`config.mk`:
```
export PLATFORM = sky130hd
export DESIGN_NAME = div_unit_flat
export DESIGN_NICKNAME = d
export VERILOG_FILES = /design/src/rtl/div_unit_pkg.sv /design/src/rtl/div_unit_if.sv /design/src/rtl/div_unit.sv /design/src/flat_wrapper.sv
export SDC_FILE = /design/constraint.sdc
export NUM_CORES = 1
export LEC_CHECK = 0
export ABC_CLOCK_PERIOD_IN_PS = 5600
export CORE_MARGIN = 4
export CORE_UTILIZATION = 49
export CTS_BUF_LIST = sky130_fd_sc_hd__clkbuf_8
export CTS_CLUSTER_SIZE = 20
export DETAILED_ROUTE_END_ITERATION = 10
export GPL_ROUTABILITY_DRIVEN = 0
export PLACE_DENSITY = 0.8
export RECOVER_POWER = 50
export SYNTH_ARGS = -nofsm -noshare
export SYNTH_HDL_FRONTEND = slang
export SYNTH_SLANG_ARGS = --single-unit
```
`constraint.sdc`:
```
create_clock -name clk -period 5.6 [get_ports clk]
set_input_delay 1.12 -clock clk [delete_from_list [all_inputs] [get_ports clk]]
set_output_delay 1.12 -clock clk [all_outputs]
set_load 0.01 [all_outputs]
```
`src/rtl/div_unit_pkg.sv`:
```
// ---------------------------------------------------------------------------
// div_unit_pkg
// Purpose : shared definitions for the multi-cycle DIV/DIVU unit: operand
//           width, FSM state codes and start/ready level names.
// Ports   : none (package)
// ---------------------------------------------------------------------------
package div_unit_pkg;

  localparam int DivWidth = 32;

  typedef enum logic [1:0] {
    DivFree   = 2'b00,
    DivByZero = 2'b01,
    DivOn     = 2'b10,
    DivEnd    = 2'b11
  } div_state_e;

  localparam logic DivStart          = 1'b1;
  localparam logic DivStop           = 1'b0;
  localparam logic DivResultReady    = 1'b1;
  localparam logic DivResultNotReady = 1'b0;

endpackage

```
`src/rtl/div_unit_if.sv`:
```
// ---------------------------------------------------------------------------
// div_unit_if
// Purpose : request/result bundle between the EX stage (master) and the
//           divider (slave).
// Signals : signed_div_i  1 = DIV, 0 = DIVU
//           opdata1_i     dividend
//           opdata2_i     divisor
//           start_i       request, held by EX until ready_o
//           annul_i       cancel an in-flight division
//           result_o      {remainder, quotient}
//           ready_o       result_o valid
// ---------------------------------------------------------------------------
interface div_unit_if #(parameter int DATA_W = 32);

  logic                  signed_div_i;
  logic [DATA_W-1:0]     opdata1_i;
  logic [DATA_W-1:0]     opdata2_i;
  logic                  start_i;
  logic                  annul_i;
  logic [2*DATA_W-1:0]   result_o;
  logic                  ready_o;

  modport master (
    output signed_div_i, opdata1_i, opdata2_i, start_i, annul_i,
    input  result_o, ready_o
  );

  modport slave (
    input  signed_div_i, opdata1_i, opdata2_i, start_i, annul_i,
    output result_o, ready_o
  );

endinterface

```
`src/rtl/div_unit.sv`:
```
// ---------------------------------------------------------------------------
// div_unit
// Purpose : radix-2 restoring divider for DIV/DIVU. One quotient bit per
//           cycle on magnitudes; signs are applied once the iterations are
//           done. Result is {remainder (HI), quotient (LO)}.
// Ports   : clk     clock, all state on posedge
//           rst     synchronous reset, active-low
//           div_if  slave side of div_unit_if (operands, start/annul,
//                   result/ready)
//
// state     | meaning
// ----------+---------------------------------------------------------------
// DivFree   | idle, waiting for start_i (annul_i blocks a start)
// DivByZero | divisor was zero, result forced to 0
// DivOn     | iterating, one shift/trial-subtract per cycle
// DivEnd    | sign fix-up applied, ready_o high while start_i held
// ---------------------------------------------------------------------------
module div_unit
  import div_unit_pkg::*;
#(
  parameter int DATA_W = DivWidth
) (
  input  logic        clk,
  input  logic        rst,
  div_unit_if.slave   div_if
);

  localparam int CntW = $clog2(DATA_W);

  div_state_e            r_state,   w_state_nxt;
  logic [CntW-1:0]       r_cnt,     w_cnt_nxt;
  logic [DATA_W-1:0]     r_rem,     w_rem_nxt;
  logic [DATA_W-1:0]     r_quo,     w_quo_nxt;
  logic [DATA_W-1:0]     r_divisor, w_divisor_nxt;
  logic                  r_neg_q,   w_neg_q_nxt;
  logic                  r_neg_r,   w_neg_r_nxt;
  logic [2*DATA_W-1:0]   r_result,  w_result_nxt;
  logic                  r_ready,   w_ready_nxt;

  logic [DATA_W-1:0]     w_abs_a;
  logic [DATA_W-1:0]     w_abs_b;
  logic [DATA_W:0]       w_trial;
  logic                  w_borrow;
  logic [DATA_W-1:0]     w_quo_fix;
  logic [DATA_W-1:0]     w_rem_fix;

  // Magnitudes only matter for DIV; the most negative value maps onto itself,
  // which is the correct unsigned magnitude.
  assign w_abs_a = (div_if.signed_div_i && div_if.opdata1_i[DATA_W-1])
                   ? -div_if.opdata1_i : div_if.opdata1_i;
  assign w_abs_b = (div_if.signed_div_i && div_if.opdata2_i[DATA_W-1])
                   ? -div_if.opdata2_i : div_if.opdata2_i;

  // Partial remainder shifted left with the next dividend bit, minus divisor.
  // The extra top bit is the borrow: set means the trial went negative.
  assign w_trial  = {r_rem, r_quo[DATA_W-1]} - {1'b0, r_divisor};
  assign w_borrow = w_trial[DATA_W];

  assign w_quo_fix = r_neg_q ? -r_quo : r_quo;
  assign w_rem_fix = r_neg_r ? -r_rem : r_rem;

  always_ff @(posedge clk) begin
    if (!rst) begin
      r_state   <= DivFree;
      r_cnt     <= '0;
      r_rem     <= '0;
      r_quo     <= '0;
      r_divisor <= '0;
      r_neg_q   <= 1'b0;
      r_neg_r   <= 1'b0;
      r_result  <= '0;
      r_ready   <= DivResultNotReady;
    end else begin
      r_state   <= w_state_nxt;
      r_cnt     <= w_cnt_nxt;
      r_rem     <= w_rem_nxt;
      r_quo     <= w_quo_nxt;
      r_divisor <= w_divisor_nxt;
      r_neg_q   <= w_neg_q_nxt;
      r_neg_r   <= w_neg_r_nxt;
      r_result  <= w_result_nxt;
      r_ready   <= w_ready_nxt;
    end
  end

  always_comb begin
    w_state_nxt   = r_state;
    w_cnt_nxt     = r_cnt;
    w_rem_nxt     = r_rem;
    w_quo_nxt     = r_quo;
    w_divisor_nxt = r_divisor;
    w_neg_q_nxt   = r_neg_q;
    w_neg_r_nxt   = r_neg_r;
    w_result_nxt  = '0;
    w_ready_nxt   = DivResultNotReady;

    unique case (r_state)
      DivFree: begin
        if (div_if.start_i == DivStart && !div_if.annul_i) begin
          w_cnt_nxt = '0;
          w_rem_nxt = '0;
          if (div_if.opdata2_i == '0) begin
            w_state_nxt = DivByZero;
            w_quo_nxt   = '0;
            w_neg_q_nxt = 1'b0;
            w_neg_r_nxt = 1'b0;
          end else begin
            w_state_nxt   = DivOn;
            w_quo_nxt     = w_abs_a;
            w_divisor_nxt = w_abs_b;
            w_neg_q_nxt   = div_if.signed_div_i &
                            (div_if.opdata1_i[DATA_W-1] ^ div_if.opdata2_i[DATA_W-1]);
            w_neg_r_nxt   = div_if.signed_div_i & div_if.opdata1_i[DATA_W-1];
          end
        end
      end

      DivByZero: begin
        w_state_nxt = DivEnd;
      end

      DivOn: begin
        if (div_if.annul_i) begin
          w_state_nxt = DivFree;
        end else begin
          w_rem_nxt = w_borrow ? {r_rem[DATA_W-2:0], r_quo[DATA_W-1]}
                               : w_trial[DATA_W-1:0];
          w_quo_nxt = {r_quo[DATA_W-2:0], ~w_borrow};
          w_cnt_nxt = r_cnt + CntW'(1);
          if (r_cnt == CntW'(DATA_W - 1)) begin
            w_state_nxt = DivEnd;
          end
        end
      end

      DivEnd: begin
        if (div_if.start_i == DivStop) begin
          w_state_nxt = DivFree;
        end else begin
          // Recomputed from held magnitudes each cycle, so it stays stable.
          w_result_nxt = {w_rem_fix, w_quo_fix};
          w_ready_nxt  = DivResultReady;
        end
      end

      default: w_state_nxt = DivFree;
    endcase
  end

  assign div_if.result_o = r_result;
  assign div_if.ready_o  = r_ready;

endmodule
```
`src/flat_wrapper.sv`:
```
// flat-port wrapper written by rule: the top's interface ports become plain ports
module div_unit_flat import div_unit_pkg::*;
#(
  parameter int DATA_W = DivWidth
)
  (clk, rst, div_if_signed_div_i, div_if_opdata1_i, div_if_opdata2_i, div_if_start_i, div_if_annul_i, div_if_result_o, div_if_ready_o);
  div_unit_if #(.DATA_W(DATA_W)) div_if_i ();
  input  logic clk;
  input  logic rst;
  input wire logic [$bits(div_if_i.signed_div_i)-1:0] div_if_signed_div_i;
  input wire logic [$bits(div_if_i.opdata1_i)-1:0] div_if_opdata1_i;
  input wire logic [$bits(div_if_i.opdata2_i)-1:0] div_if_opdata2_i;
  input wire logic [$bits(div_if_i.start_i)-1:0] div_if_start_i;
  input wire logic [$bits(div_if_i.annul_i)-1:0] div_if_annul_i;
  output wire logic [$bits(div_if_i.result_o)-1:0] div_if_result_o;
  output wire logic [$bits(div_if_i.ready_o)-1:0] div_if_ready_o;
  assign div_if_i.signed_div_i = div_if_signed_div_i;
  assign div_if_i.opdata1_i = div_if_opdata1_i;
  assign div_if_i.opdata2_i = div_if_opdata2_i;
  assign div_if_i.start_i = div_if_start_i;
  assign div_if_i.annul_i = div_if_annul_i;
  assign div_if_result_o = div_if_i.result_o;
  assign div_if_ready_o = div_if_i.ready_o;
  div_unit #(.DATA_W(DATA_W)) u_core (.clk(clk), .rst(rst), .div_if(div_if_i));
endmodule
```
==> implementation parameters <==
Parameter                              Value

Die
  Number of primary I/O pins ... around 130
  Die Y-Extent ... ~150 um
  Horizontal die dimension ... about 150 um
  Core footprint ... about 0.020 mm2
  Std cell rows ... 52
  Initial standard-cell utilization of the core ... 49.90%
  Die area ... around 0.023 mm2

Cells and area
  Final net count ... around 1400
  Commonest non-fill, non-tap cell in the layout ... sky130_fd_sc_hd__dfxtp_1
  Share of cells above drive strength 1 ... between 4 and 5%
  Highest-count cells in the layout ignoring fill and taps ... sky130_fd_sc_hd__dfxtp_1 (170), sky130_fd_sc_hd__nand2_1 (126), sky130_fd_sc_hd__nor2_1 (120)
  Fill cells ... between 1500 and 2000
  Layout overhead on the synthesized area ... 18.53%
  Final std cell area, no fill ... approximately 0.012 mm2
  Count of inserted antenna diode cells ... 0

Worst setup path
  Critical Path RT ... between 5 and 6 ns
  Cells along the critical path ... clkdlybuf4s50_1 -> nor3_1 -> clkbuf_1 -> and2_1 -> nand2_1 -> o21ai_0
  Capturing element of the worst setup path ... u_core.r_rem[20]$_SDFFE_PN0P_
  R2R Setup Slk ... roughly 1.9 ns
  Arrival @ worst endpoint ... around 4.4 ns
  Category of the most critical setup path ... input port to flop
  Startpoint kind of the worst setup timing path ... input port
  Maximum fanout along the worst path ... 37
  Launch point of the critical path ... div_if_annul_i
  CP Capture Type ... flop
  Critical-path top delay cell ... sky130_fd_sc_hd__clkbuf_1
  Max stage delay on crit path ... roughly 1.2 ns
  Destination of the worst register-to-register timing path ... u_core.r_rem[5]$_SDFFE_PN0P_
  Worst reg-to-reg path cell count ... 12
  Startpoint of the worst-slack reg-to-reg timing path ... u_core.r_quo[31]$_SDFFE_PN0P_

STA
  Final number of max-transition violations ... 139
  Rel. slew slack ... -74.34%
  RSZ-0062 raised after global routing ... no
  Final critical-path share of the clock period ... 71.86%
  Post-route clock skew ... roughly 0.011 ns
  Final Hold Viols ... 0
  Minimum clock period after layout ... ~4.0 ns
  Number of failing setup endpoints in the final timing report ... 0
  Peak Freq ... 0.2485 GHz
  Sum of negative setup slack ... 0 ns
  Measured slew at the worst slew-check pin ... between 2 and 3 ns

Routing
  Routed wire per std cell ... 15.81 um
  Number of antenna-violating nets in the routed design ... 0
  Vias per inst ... ~5.7
  Iter 0 DRT Violations ... about 920
  Total routed wirelength ... between 20000 and 30000 um
  Residual DRC count ... 0
  DR pass1 iterations ... 7
  Number of vias after detailed routing ... slightly above 9000

Global routing
  Initial antenna violation count ... 0
  Aggregate global-route resource usage ... 21.75%
  Total gr overflow ... 0
  Number of global-route vias before repair ... between 8000 and 9000
  Wire length of the first global-routing pass ... slightly above 40000 um
  Pin count of the biggest net entering global routing ... between 70 and 80

Clock network
  Hold-fix buffers, CTS ... 0
  Clk pin slew, worst setup/hold paths ... ~0.080 ns
  Clock tree sinks ... 170
  Gates resized, CTS repair ... 0
  Buffer depth of the longest clock path ... 2
  Clk Latency, worst-skew pair ... 0.47 ns
  TritonCTS clock tree ... done
  Post-CTS Repair Setup Buffers ... 0
  Number of CTS-inserted buffers ... 17
  CTS root buf ... sky130_fd_sc_hd__clkbuf_8
  Number of levels the H-tree was split into ... 4

Worst hold path
  Hold Crit Class ... flop to flop
  Instance count along the most critical hold path ... 2

Synthesis
  Number of enable-type register cells in the synthesized netlist ... 0
  Area share of the largest cell type after synthesis ... 33.60%
  Total nets after synthesis ... between 1000 and 1500
  Area leader, netlist ... sky130_fd_sc_hd__dfxtp_1
  Warning count from the yosys run ... 0
  Netlist area before placement ... 0.01013 mm2
  Portion of the post-synthesis area used by sequential elements ... between 30 and 40%
  Share of synthesized registers carrying an async set or reset ... 0%
  Cell types occupying the most area after synthesis ... sky130_fd_sc_hd__dfxtp_1 (34%), sky130_fd_sc_hd__xor2_1 (7.3%), sky130_fd_sc_hd__xnor2_1 (5.6%)
  Top flip-flop cell by instance count after synthesis ... sky130_fd_sc_hd__dfxtp_1
  Count of distinct cell types in the synthesized netlist ... between 70 and 80
  Average instance area after synthesis ... about 8.3 um2
  Instance count of the mapped netlist ... 1221
  Flops & latches, synth ... 170

Pwr
  Peak VDD IR ... 0.1631 mV
  Leak ... 5.033 nW
  Power density normalized to cell area ... approximately 230 mW/mm2

Placed design
  Cell area after placement ... about 0.012 mm2
  Post-detail-place hpwl ... approximately 19000 um
  I/O Buffers ... around 130

Status
  Result of the run ... complete, but fails checks
  Violations in the final reports ... max-capacitance violations, max-slew violations

Run
  Max-capacitance violation count ... 3
[worst max-delay path, delay by kind of cell]
kind            cells  cell delay (ns)
compound gates      1             0.26
buf+inv             2             1.69
simple gates        3             1.34
[power breakdown]
part / total (mW) / internal [mW] / leakage (nW) / switching, mW
combinational: 0.528 / 0.238 / 3.44 / 0.290
sequential: 1.27 / 1.24 / 1.38 / 0.0358
clock: 0.948 / 0.492 / 0.212 / 0.456
total: 2.75 / 1.97 / 5.03 / 0.782
[state kept, by name (all words and copies together) (netlist names)]
signal and count:
u_core.r_quo 32, u_core.r_divisor 32, u_core.div_if.result_o 64, u_core.r_cnt 5
u_core.r_neg_r 1, u_core.r_neg_q 1, u_core.r_state 2, u_core.div_if.ready_o 1
u_core.r_rem 32
[area by class of cell]
cell class | count | area, um2 | share of cell area, %
tap | 270 | 337.8 | 2.814
timing repair buffer | 143 | 1390 | 11.58
clock buffer | 18 | 247.7 | 2.063
multi-input combinational | 930 | 6250 | 52.05
inverter | 54 | 202.7 | 1.688
sequential | 170 | 3403 | 28.35
clock inverter | 12 | 175.2 | 1.459
[cell families after synthesis]
logic type / Yosys count / synth area share [%]
AOI/OAI and AO/OA: 321 / 22.48
xor gates and xnor gates: 149 / 12.88
adders and majority gates: 39 / 4.891
buffers and inverters: 121 / 4.854
DFF: 170 / 33.60
muxes: 17 / 1.692
and+or+nand+nor: 404 / 19.60
[stage by stage]
stage | utilization (%) | setup slack [ns] | cells | power (mW) | hold WS [ns]
floorplan | - | 2.406 | 1221 | 1.666 | 0.4453
global placement | 57.14 | 1.764 | 1567 | 1.812 | 0.4565
detailed placement | 57.14 | 1.689 | 1567 | 1.821 | 0.4679
CTS | 59.23 | 1.894 | 1597 | 2.757 | 0.4811
global route | 59.15 | 1.338 | 1597 | 2.870 | 0.4904
finish | 59.15 | 1.576 | 1597 | 2.750 | 0.4817
[cell usage after synthesis (4+ instances only)]
| cell | count |
|---|---|
| sky130_fd_sc_hd__dfxtp_1 | 170 |
| sky130_fd_sc_hd__nand2_1 | 126 |
| sky130_fd_sc_hd__nor2_1 | 121 |
| sky130_fd_sc_hd__o21ai_0 | 84 |
| sky130_fd_sc_hd__xor2_1 | 84 |
| sky130_fd_sc_hd__xnor2_1 | 65 |
| sky130_fd_sc_hd__a21oi_1 | 58 |
| sky130_fd_sc_hd__inv_1 | 54 |
| sky130_fd_sc_hd__clkbuf_1 | 47 |
| sky130_fd_sc_hd__ha_1 | 38 |
| sky130_fd_sc_hd__nor2b_1 | 38 |
| sky130_fd_sc_hd__a222oi_1 | 30 |
| sky130_fd_sc_hd__o211a_1 | 28 |
| sky130_fd_sc_hd__o31ai_1 | 28 |
| sky130_fd_sc_hd__nor3_1 | 19 |
| sky130_fd_sc_hd__o41ai_1 | 17 |
| sky130_fd_sc_hd__mux2i_1 | 16 |
| sky130_fd_sc_hd__a32oi_1 | 14 |
| sky130_fd_sc_hd__or3_1 | 13 |
| sky130_fd_sc_hd__and2_1 | 12 |
| sky130_fd_sc_hd__buf_2 | 12 |
| sky130_fd_sc_hd__or4_1 | 12 |
| sky130_fd_sc_hd__nand3_1 | 11 |
| sky130_fd_sc_hd__nand4_1 | 11 |
| sky130_fd_sc_hd__nor4_1 | 9 |
| sky130_fd_sc_hd__a211oi_1 | 7 |
| sky130_fd_sc_hd__a31oi_1 | 6 |
| sky130_fd_sc_hd__o21a_1 | 6 |
| sky130_fd_sc_hd__a21boi_0 | 5 |
| sky130_fd_sc_hd__a21o_1 | 5 |
| sky130_fd_sc_hd__nand2b_1 | 5 |
| sky130_fd_sc_hd__o211ai_1 | 5 |
| sky130_fd_sc_hd__a41oi_1 | 4 |
| sky130_fd_sc_hd__buf_1 | 4 |
| sky130_fd_sc_hd__nor3b_1 | 4 |
| sky130_fd_sc_hd__o21ai_1 | 4 |
[worst min path at each step]
stage / start / to / slack, ns
2_1_floorplan: u_core.r_cnt[4]$_SDFFE_PN0P_ / u_core.r_cnt[4]$_SDFFE_PN0P_ / 0.45
3_3_place_gp: u_core.r_cnt[4]$_SDFFE_PN0P_ / u_core.r_cnt[4]$_SDFFE_PN0P_ / 0.46
3_5_place_dp: u_core.r_cnt[4]$_SDFFE_PN0P_ / u_core.r_cnt[4]$_SDFFE_PN0P_ / 0.47
4_1_cts: u_core.r_cnt[4]$_SDFFE_PN0P_ / u_core.r_cnt[4]$_SDFFE_PN0P_ / 0.48
5_1_grt: u_core.r_cnt[4]$_SDFFE_PN0P_ / u_core.r_cnt[4]$_SDFFE_PN0P_ / 0.49
6_report: u_core.r_cnt[4]$_SDFFE_PN0P_ / u_core.r_cnt[4]$_SDFFE_PN0P_ / 0.48
[per-layer routing]
layer | global-route usage, % | up-vias | wire [um]
met1 | 31.25 | 4153 | 11900
met2 | 33.27 | 375 | 10840
met4 | 7.098 | 0 | 458
met3 | 3.569 | 41 | 2047
li1 | - | 4571 | -
met5 | 0 | - | 0
(Power assumes the default switching activity.)
